File: src/rtl/bp_be_instr_decode_stage.sv
// RV64 backend decode stage: splits raw instructions into a micro-op and buffers it in a 2-entry FIFO.
// Optional macro BP_BE_DECODE_RV64M_EN enables decoding of the M extension (op class MULDIV).
module bp_be_instr_decode_stage #(
    parameter int eaddr_width_p    = 64,
    parameter int instr_width_p    = 32,
    parameter int reg_addr_width_p = 5,
    parameter int els_p            = 2
) (
    input  logic                        clk_i,
    input  logic                        reset_i,
    input  logic                        flush_i,
    input  logic                        v_i,
    output logic                        ready_o,
    input  logic [instr_width_p-1:0]    instr_i,
    input  logic [eaddr_width_p-1:0]    pc_i,
    output logic                        v_o,
    input  logic                        yumi_i,
    output logic [eaddr_width_p-1:0]    pc_o,
    output logic [instr_width_p-1:0]    instr_o,
    output logic [reg_addr_width_p-1:0] rs1_addr_o,
    output logic [reg_addr_width_p-1:0] rs2_addr_o,
    output logic [reg_addr_width_p-1:0] rd_addr_o,
    output logic                        rs1_r_v_o,
    output logic                        rs2_r_v_o,
    output logic                        irf_w_v_o,
    output logic [63:0]                 imm_o,
    output logic [3:0]                  op_class_o,
    output logic                        illegal_o
);

    typedef enum logic [3:0] {
        CLS_ALU     = 4'd0,
        CLS_ALU_W   = 4'd1,
        CLS_MULDIV  = 4'd2,
        CLS_LOAD    = 4'd3,
        CLS_STORE   = 4'd4,
        CLS_BRANCH  = 4'd5,
        CLS_JAL     = 4'd6,
        CLS_JALR    = 4'd7,
        CLS_LUI     = 4'd8,
        CLS_AUIPC   = 4'd9,
        CLS_SYS     = 4'd10,
        CLS_ILLEGAL = 4'd15
    } op_class_e;

    localparam logic [6:0] OPC_LOAD     = 7'b0000011;
    localparam logic [6:0] OPC_FENCE    = 7'b0001111;
    localparam logic [6:0] OPC_OP_IMM   = 7'b0010011;
    localparam logic [6:0] OPC_AUIPC    = 7'b0010111;
    localparam logic [6:0] OPC_OP_IMM32 = 7'b0011011;
    localparam logic [6:0] OPC_STORE    = 7'b0100011;
    localparam logic [6:0] OPC_OP       = 7'b0110011;
    localparam logic [6:0] OPC_LUI      = 7'b0110111;
    localparam logic [6:0] OPC_OP32     = 7'b0111011;
    localparam logic [6:0] OPC_BRANCH   = 7'b1100011;
    localparam logic [6:0] OPC_JALR     = 7'b1100111;
    localparam logic [6:0] OPC_JAL      = 7'b1101111;
    localparam logic [6:0] OPC_SYSTEM   = 7'b1110011;

    typedef struct packed {
        logic [eaddr_width_p-1:0]    pc;
        logic [instr_width_p-1:0]    instr;
        logic [reg_addr_width_p-1:0] rs1;
        logic [reg_addr_width_p-1:0] rs2;
        logic [reg_addr_width_p-1:0] rd;
        logic                        rs1_r_v;
        logic                        rs2_r_v;
        logic                        irf_w_v;
        logic [63:0]                 imm;
        op_class_e                   op_class;
        logic                        illegal;
    } uop_t;

    logic [6:0] opcode, funct7;
    logic [2:0] funct3;
    logic [63:0] imm_i, imm_s, imm_b, imm_u, imm_j;
    logic legal;
    uop_t dec;

    assign opcode = instr_i[6:0];
    assign funct3 = instr_i[14:12];
    assign funct7 = instr_i[31:25];

    assign imm_i = {{52{instr_i[31]}}, instr_i[31:20]};
    assign imm_s = {{52{instr_i[31]}}, instr_i[31:25], instr_i[11:7]};
    assign imm_b = {{51{instr_i[31]}}, instr_i[31], instr_i[7], instr_i[30:25], instr_i[11:8], 1'b0};
    assign imm_u = {{32{instr_i[31]}}, instr_i[31:12], 12'b0};
    assign imm_j = {{43{instr_i[31]}}, instr_i[31], instr_i[19:12], instr_i[20], instr_i[30:21], 1'b0};

    always_comb begin
        // NOTE: every field gets a default first so no path can infer a latch.
        dec          = '0;
        dec.pc       = pc_i;
        dec.instr    = instr_i;
        dec.rs1      = instr_i[19:15];
        dec.rs2      = instr_i[24:20];
        dec.rd       = instr_i[11:7];
        dec.op_class = CLS_ILLEGAL;
        legal        = 1'b1;

        unique case (opcode)
            OPC_OP, OPC_OP32: begin
                dec.rs1_r_v = 1'b1;
                dec.rs2_r_v = 1'b1;
                dec.irf_w_v = 1'b1;
                if (funct7 == 7'b0000000 || funct7 == 7'b0100000)
                    dec.op_class = (opcode == OPC_OP) ? CLS_ALU : CLS_ALU_W;
`ifdef BP_BE_DECODE_RV64M_EN
                // RV64M has no 32-bit forms of mulh/mulhsu/mulhu.
                else if (funct7 == 7'b0000001 &&
                         !(opcode == OPC_OP32 && funct3 inside {3'b001, 3'b010, 3'b011}))
                    dec.op_class = CLS_MULDIV;
`endif
                else
                    legal = 1'b0;
            end
            OPC_OP_IMM, OPC_OP_IMM32: begin
                dec.op_class = (opcode == OPC_OP_IMM) ? CLS_ALU : CLS_ALU_W;
                dec.rs1_r_v  = 1'b1;
                dec.irf_w_v  = 1'b1;
                dec.imm      = imm_i;
                // Word shifts carry only a 5-bit shamt.
                if (opcode == OPC_OP_IMM32 && (funct3 == 3'b001 || funct3 == 3'b101))
                    dec.imm[5] = 1'b0;
            end
            OPC_LOAD: begin
                dec.op_class = CLS_LOAD;
                dec.rs1_r_v  = 1'b1;
                dec.irf_w_v  = 1'b1;
                dec.imm      = imm_i;
            end
            OPC_STORE: begin
                dec.op_class = CLS_STORE;
                dec.rs1_r_v  = 1'b1;
                dec.rs2_r_v  = 1'b1;
                dec.imm      = imm_s;
            end
            OPC_BRANCH: begin
                dec.op_class = CLS_BRANCH;
                dec.rs1_r_v  = 1'b1;
                dec.rs2_r_v  = 1'b1;
                dec.imm      = imm_b;
                if (funct3 == 3'b010 || funct3 == 3'b011)
                    legal = 1'b0;
            end
            OPC_JAL: begin
                dec.op_class = CLS_JAL;
                dec.irf_w_v  = 1'b1;
                dec.imm      = imm_j;
            end
            OPC_JALR: begin
                dec.op_class = CLS_JALR;
                dec.rs1_r_v  = 1'b1;
                dec.irf_w_v  = 1'b1;
                dec.imm      = imm_i;
            end
            OPC_LUI, OPC_AUIPC: begin
                dec.op_class = (opcode == OPC_LUI) ? CLS_LUI : CLS_AUIPC;
                dec.irf_w_v  = 1'b1;
                dec.imm      = imm_u;
            end
            OPC_SYSTEM, OPC_FENCE: begin
                dec.op_class = CLS_SYS;
                dec.rs1_r_v  = 1'b1;
                dec.irf_w_v  = (opcode == OPC_SYSTEM);
                dec.imm      = imm_i;
            end
            default: legal = 1'b0;
        endcase

        if (!legal) begin
            dec.op_class = CLS_ILLEGAL;
            dec.rs1_r_v  = 1'b0;
            dec.rs2_r_v  = 1'b0;
            dec.irf_w_v  = 1'b0;
        end
        dec.illegal = !legal;
        if (dec.rd == '0)
            dec.irf_w_v = 1'b0;
    end

    // Two-entry FIFO; ready_o is registered so it never depends on yumi_i combinationally.
    uop_t       mem [els_p];
    logic       rd_ptr, wr_ptr;
    logic [1:0] count, count_n;
    logic       ready_r;
    logic       enq, deq;

    assign v_o     = (count != 2'd0);
    assign ready_o = ready_r;
    assign enq     = v_i && ready_r && !flush_i;
    assign deq     = yumi_i && v_o && !flush_i;
    assign count_n = count + {1'b0, enq} - {1'b0, deq};

    always_ff @(posedge clk_i) begin
        // NOTE: sequential state uses non-blocking assignments only.
        if (reset_i || flush_i) begin
            count   <= 2'd0;
            rd_ptr  <= 1'b0;
            wr_ptr  <= 1'b0;
            ready_r <= 1'b1;
        end else begin
            count   <= count_n;
            ready_r <= (count_n != 2'd2);
            if (enq) wr_ptr <= ~wr_ptr;
            if (deq) rd_ptr <= ~rd_ptr;
        end
    end

    always_ff @(posedge clk_i) begin
        // NOTE: storage is small, so it is cleared on reset for deterministic outputs.
        if (reset_i) begin
            for (int i = 0; i < els_p; i++)
                mem[i] <= '0;
        end else if (enq) begin
            mem[wr_ptr] <= dec;
        end
    end

    assign pc_o       = mem[rd_ptr].pc;
    assign instr_o    = mem[rd_ptr].instr;
    assign rs1_addr_o = mem[rd_ptr].rs1;
    assign rs2_addr_o = mem[rd_ptr].rs2;
    assign rd_addr_o  = mem[rd_ptr].rd;
    assign rs1_r_v_o  = mem[rd_ptr].rs1_r_v;
    assign rs2_r_v_o  = mem[rd_ptr].rs2_r_v;
    assign irf_w_v_o  = mem[rd_ptr].irf_w_v;
    assign imm_o      = mem[rd_ptr].imm;
    assign op_class_o = mem[rd_ptr].op_class;
    assign illegal_o  = mem[rd_ptr].illegal;

endmodule

File: config.mk
export PLATFORM = sky130hd
export DESIGN_NAME = bp_be_instr_decode_stage
export DESIGN_NICKNAME = d
export VERILOG_FILES = /design/src/rtl/bp_be_instr_decode_stage.sv
export SDC_FILE = /design/constraint.sdc
export NUM_CORES = 1
export LEC_CHECK = 0
export ABC_AREA = 1
export CAP_MARGIN = 20
export CORE_MARGIN = 4
export CORE_UTILIZATION = 42
export CTS_CLUSTER_SIZE = 20
export DETAILED_ROUTE_END_ITERATION = 10
export GPL_TIMING_DRIVEN = 0
export PLACE_DENSITY_LB_ADDON = 0.1
export SLEW_MARGIN = 20
export SYNTH_ARGS = -nofsm -noshare
export SYNTH_HDL_FRONTEND = slang
export SYNTH_SLANG_ARGS = --single-unit
export TNS_END_PERCENT = 20
File: constraint.sdc
create_clock -name clk_i -period 5.41 [get_ports clk_i]
set_input_delay 1.082 -clock clk_i [delete_from_list [all_inputs] [get_ports clk_i]]
set_output_delay 1.082 -clock clk_i [all_outputs]
set_load 0.02 [all_outputs]
==> out/qor.csv, run 1 <==
metric;value;unit
outcome;completed;
Reg-to-Reg Start;ready_o$_SDFF_PP1_;
CP startpoint kind;flip-flop;
post-layout min period;4.26;ns
Post-synth EDFFs;272;
top post-synthesis cells by area;edfxtp_1 63%, mux2_2 12%, nor2_1 7.8%;
clock share of power;38.2;%
FF-to-FF End;mem[0][135]$_SDFFCE_PN0P_;
sw frac;23.3;%
vias in the first global route;8856;
CP max FO;33;
worst-margin pin slew;0.904;ns
worst hold start;rd_ptr$_SDFFE_PP0P_;
delay-heaviest family, CP;buffers and inverters;
count leader, synth;edfxtp_1;
Post-CTS Setup Bufs;0;
fraction of layout cells with a size suffix above 1;19.6;%
Syn Area/Cell;11.5;µm²
largest net degree at the start of global routing;42;
area grow syn2layout;34.1;%
fin nets;1554;
Post-synth ARST share;0;%
DR iter-0 viols;477;
row count;64;
Core Box Area;30500;µm²
Switching Power;1.18;mW
DRC;0;
reg2reg setup slack;2.24;ns
mapped cell area;13000;µm²
cells along the critical path;clkbuf_1, buf_2, mux2_2, buf_4, clkdlybuf4s50_1;
CP endpoint kind;primary output;
Initial Util;42.5;%
first drt pass iteration count;5;
final slew viol count;0;
WL final;32500;µm
per-cell routed wire length;17.4;µm
DP HPWL;23100;µm
Clock Latency Late Sink;0.56;ns
via density per instance;4.73;
initial antenna violation count;1;
Die H;184;µm
P_int;3.89;mW
CTS Buf Count;30;
Max VDD drop;0.000224;V
GR Overflow Total;0;
Main synth FF type;edfxtp_1;
synthesized net count;1232;
Mapped Cells;1129;
Fmax;235;MHz
post-placement cell area;16500;µm²
Worst EP arrival;3.18;ns
slowest library cell on the worst path;clkdlybuf4s50_1;
Slew HR;39.8;%
post-synth top area share;63.0;%
leak pwr;7.33;nW
post-CTS sizing;0;
Post-synth top cells;272 x edfxtp_1, 269 x nor2_1, 151 x inv_1;
period utilization;78.8;%
max incr delay on CP;0.61;ns
H-tree levels;1;
Antenna Violating Nets Remaining;0;
aggregate global-route resource usage;18.7;%
die footprint;33800;µm²
Vias;8850;
CTS tree;yes;
Worst Path Buf+Inv;4;
antenna cell count;0;
Ys Warns;0;
Die X-Extent;184;µm
power density cells;291;nW/µm²
Yosys top cell by area;edfxtp_1;
# IOs;286;
unrepaired setup endpoints after global routing;false;
Root Buffer;clkbuf_16;
CTS sink count;278;
Worst Path Required;4.33;ns
first-pass GRT wire length;49000;µm
final hold viol count;0;
post-synthesis register bit count;278;
Seq/Total Area, Yosys;63.9;%
combinational fraction of design power;12.7;%
Worst-path clk slew;0.06;ns
R2R depth;10;
Fin Hold WS;0.473;ns
setup TNS;0;ns
placer's final routability congestion estimate;0.869;
Seq pwr share;49.1;%
Max Cap Viol;0;
Setup violations, final;0;
Port Buf Inserts;284;
CTS Hold Bufs;0;
WHS Path Cells;2;
maximum buffer depth of the clock tree;3;
critical setup path kind;flip-flop to primary output;
final instance area;17400;µm²
total design power;5.07;mW
Worst Skew;0.0149;ns
Synth cell types;30;
HP Class;flip-flop to flip-flop;
[cell families after synthesis]
| group | share of synthesized area [%] |
|---|---|
| and+or+nand+nor | 13.4 |
| adders and majority gates | 0.193 |
| muxes | 11.8 |
| AOI/OAI and AO/OA | 1.55 |
| xor gates and xnor gates | 0.135 |
| buffers and inverters | 9.02 |
| DFF | 63.9 |
[area by class of cell]
class	count	area (µm²)
timing repair buffer	290	2980
multi-input combinational	597	3530
fill	2635	13100
tap	396	495
buffer	96	577
clock inverter	16	143
inverter	158	593
clock buffer	40	788
sequential	278	8290
[registers in the layout, summed over array words and instances (netlist names), named ones only]
name / count
ready_o: 1
mem: 272
count: 2
rd_ptr: 1
wr_ptr: 1
[power by group through the flow]
stage          clock (mW)  combinational, mW  sequential (mW)
4_1_cts              1.98              0.655             2.49
5_1_grt              2.07              0.689             2.50
3_5_place_dp            0              0.651             2.53
2_1_floorplan           0              0.322             2.54
6_report             1.94              0.643             2.49
3_3_place_gp            0              0.634             2.56
[routing by layer]
layer / vias to the layer above / global-route usage, % / wire [µm]
met2: 268 / 31.4 / 15600
met1: 4225 / 25.3 / 14000
met4: 2 / 3.67 / 552
met3: 36 / 4.06 / 2360
li1: 4319 / - / -
met5: - / 0 / 8
[cells in the final DEF, fill, tap and decap left out, types with 4 or more instances in the layout]
cell type,n
clkdlybuf4s50_1,284
edfxtp_1,272
nor2_1,269
inv_1,151
mux2_2,136
nand2_1,94
buf_4,49
clkbuf_1,36
clkbuf_16,30
buf_2,20
o21ai_0,17
nor2_2,14
a21oi_1,13
nand3_1,10
nand2_2,8
nand4_1,8
inv_2,7
clkinv_1,7
o22ai_1,6
dfxtp_1,6
nand3b_1,5
nand2_4,4
clkinvlp_4,4
buf_12,4
[how the worst max path moves through the flow]
| stage | depth (start not counted) | slack [ns] | end | start |
|---|---|---|---|---|
| final | 5 | 1.15 | imm_o[63] | flip-flop |
| after global routing | 5 | 0.94 | imm_o[45] | flip-flop |
| after detailed placement | 10 | 1.02 | mem[0][125]$_SDFFCE_PN0P_ | flush_i |
| after floorplan | 8 | 0.04 | mem[0][0]$_SDFFCE_PN0P_ | v_i |
| after CTS | 5 | 1.04 | imm_o[63] | flip-flop |
| after global placement | 8 | -3.40 | mem[0][125]$_SDFFCE_PN0P_ | flush_i |
[through the flow]
step           worst slack (ns)  util (%)  instances
4_1_cts                    1.04      57.0       1871
2_1_floorplan            0.0425         -       1129
5_1_grt                   0.944      57.0       1871
3_3_place_gp              -3.40      53.5       1809
6_report                   1.15      57.0       1871
3_5_place_dp               1.02      53.9       1815
[worst reg2reg max path, delay by kind of cell (launching register included)]
| kind | cells | cell delay [ns] |
|---|---|---|
| flops | 1 | 0.31 |
| simple gates | 5 | 0.78 |
| buf+inv | 5 | 1.72 |
Power figures use the tool's default switching activity.
==> run 2, diff against run 1 <==
Clock period 5.41 ns to 3.75 ns, I/O delays scaled along.
==> out/qor.csv, run 2 (synthesis results as in run 1) <==
metric;value;unit;change
DRC;0;;unchanged
fill count;2732;;was 2635
leak pwr;7.29;nW;was 7.33 nW
per-cell routed wire length;17.4;µm;about the same
Antenna Violating Nets Remaining;0;;unchanged
WL final;32400;µm;was 32500 µm
most frequent cells in the layout;284 x clkdlybuf4s50_1, 272 x edfxtp_1, 269 x nor2_1, 151 x inv_1, 135 x mux2_2;;was 284 x clkdlybuf4s50_1, 272 x edfxtp_1, 269 x nor2_1, 151 x inv_1, 136 x mux2_2
first drt pass iteration count;5;;unchanged
H-tree levels;1;;unchanged
DR iter-0 viols;631;;was 477
Worst Path Required;3.00;ns;was 4.33 ns
via density per instance;4.77;;was 4.73
vias in the first global route;8807;;was 8856
antenna cell count;0;;unchanged
cell repeated most along the worst path;buf_2;;
critical setup path kind;flip-flop to primary output;;unchanged
max FFs per register;272;;unchanged
Max VDD drop;0.000317;V;was 0.000224 V
setup TNS;0;ns;unchanged
max incr delay on CP;0.56;ns;was 0.61 ns
Worst Skew;0.0128;ns;was 0.0149 ns
CTS tree;yes;;unchanged
Largest Register;mem;;unchanged
CP endpoint kind;primary output;;unchanged
final hold viol count;0;;unchanged
CTS sink count;278;;unchanged
die footprint;33800;µm²;unchanged
placer's final routability congestion estimate;0.846;;was 0.869
total design power;7.12;mW;was 5.07 mW
final instance area;17300;µm²;was 17400 µm²
Setup violations, final;0;;unchanged
outcome;completed;;unchanged
worst-margin pin slew;0.840;ns;was 0.904 ns
post-placement cell area;16400;µm²;was 16500 µm²
slowest library cell on the worst path;clkdlybuf4s50_1;;unchanged
Fin Hold WS;0.475;ns;was 0.473 ns
leading cell type in the layout, fill and taps excluded;clkdlybuf4s50_1;;unchanged
largest registers;mem x272, count x2;;unchanged
final slew viol count;0;;unchanged
delay-heaviest family, CP;buffers and inverters;;unchanged
power density cells;412;nW/µm²;was 291 nW/µm²
Initial Util;42.5;%;unchanged
first-pass GRT wire length;48400;µm;was 49000 µm
largest net degree at the start of global routing;70;;was 42
fraction of layout cells with a size suffix above 1;19.4;%;was 19.6%
Root Buffer;clkbuf_16;;unchanged
Vias;8884;;was 8850
Core Box Area;30500;µm²;unchanged
GR Overflow Total;0;;unchanged
Clock Latency Late Sink;0.54;ns;was 0.56 ns
Final WS setup;0.313;ns;was 1.15 ns
CP max FO;10;;was 33
reg2reg setup slack;0.81;ns;was 2.24 ns
post-layout min period;3.44;ns;
maximum buffer depth of the clock tree;3;;unchanged
unrepaired setup endpoints after global routing;false;;unchanged
Die X-Extent;184;µm;unchanged
Worst EP arrival;2.69;ns;was 3.18 ns
Post-Place Setup Slack;-0.410;ns;was 1.02 ns
DP HPWL;22800;µm;was 23100 µm
fin nets;1550;;was 1554
CTS Buf Count;29;;was 30
HP Class;flip-flop to flip-flop;;unchanged
Post-CTS Setup Bufs;0;;unchanged
Fmax;291;MHz;
cells along the critical path;buf_2, buf_2, mux2_2, clkdlybuf4s50_1;;was clkbuf_1, buf_2, mux2_2, buf_4, clkdlybuf4s50_1
Die H;184;µm;unchanged
Worst-path clk slew;0.06;ns;about the same
Slew HR;44.0;%;was 39.8%
Max Cap Viol;0;;unchanged
CP startpoint kind;flip-flop;;unchanged
Port Buf Inserts;284;;unchanged
row count;64;;unchanged
aggregate global-route resource usage;18.3;%;was 18.7%
Worst Path Buf+Inv;3;;was 4
period utilization;91.7;%;
initial antenna violation count;0;;was 1
# IOs;286;;unchanged
area grow syn2layout;33.1;%;was 34.1%
==> run 2: tightest hold or removal path: stages (launching register included) <==
cell and delay, ns:
dfxtp_1 0.30, inv_1 0.07, a21oi_1 0.06
==> run 2: area by class of cell <==
cell class | count | area, µm² | share of cell area (%)
Multi-Input combinational cell | 597 | 3540 | 20.5
Inverter | 158 | 593 | 3.44
Clock buffer | 38 | 759 | 4.40
Tap cell | 396 | 495 | 2.87
Clock inverter | 11 | 76.3 | 0.442
Sequential cell | 278 | 8290 | 48.0
Timing Repair Buffer | 288 | 2940 | 17.0
Buffer | 95 | 574 | 3.33
==> run 2: worst paths after layout <==
kind | start | to | cells after the start
setup / recovery | flip-flop | pc_o[44] | 4
hold / removal | rd_ptr$_SDFFE_PP0P_ | flip-flop | 2
hold reg to reg | rd_ptr$_SDFFE_PP0P_ | flip-flop | 2
setup reg to reg | ready_o$_SDFF_PP1_ | mem[1][133]$_SDFFCE_PN0P_ | 11
==> run 2: what timing repair did <==
action,CTS,global route
setup endpoints to repair,75,69
pin swaps,0,0
gates resized for setup,2,3
hold buffers,0,0
==> run 2: report_power, final <==
part,leakage (nW),switching [mW],internal (mW)
logic,4.00,0.487,0.435
registers,2.88,0.0315,3.56
clock network,0.408,1.13,1.48
==> run 2: routing by layer <==
layer | routed length (µm) | track usage [%] | share of wire (%) | vias up
li1 | - | - | - | 4313
met1 | 14000 | 25.3 | 43 | 4224
met2 | 15300 | 30.3 | 47 | 302
met3 | 2410 | 3.54 | 7.4 | 45
met4 | 675 | 4.08 | 2.1 | 0
met5 | 0 | 0 | 0 | -
==> run 2: stage by stage <==
step / std cells / utilization (%)
finish: 1861 / 56.6
global route: 1861 / 56.6
CTS: 1861 / 56.6
detailed placement: 1813 / 53.8
global placement: 1809 / 53.5
floorplan: 1129 / -
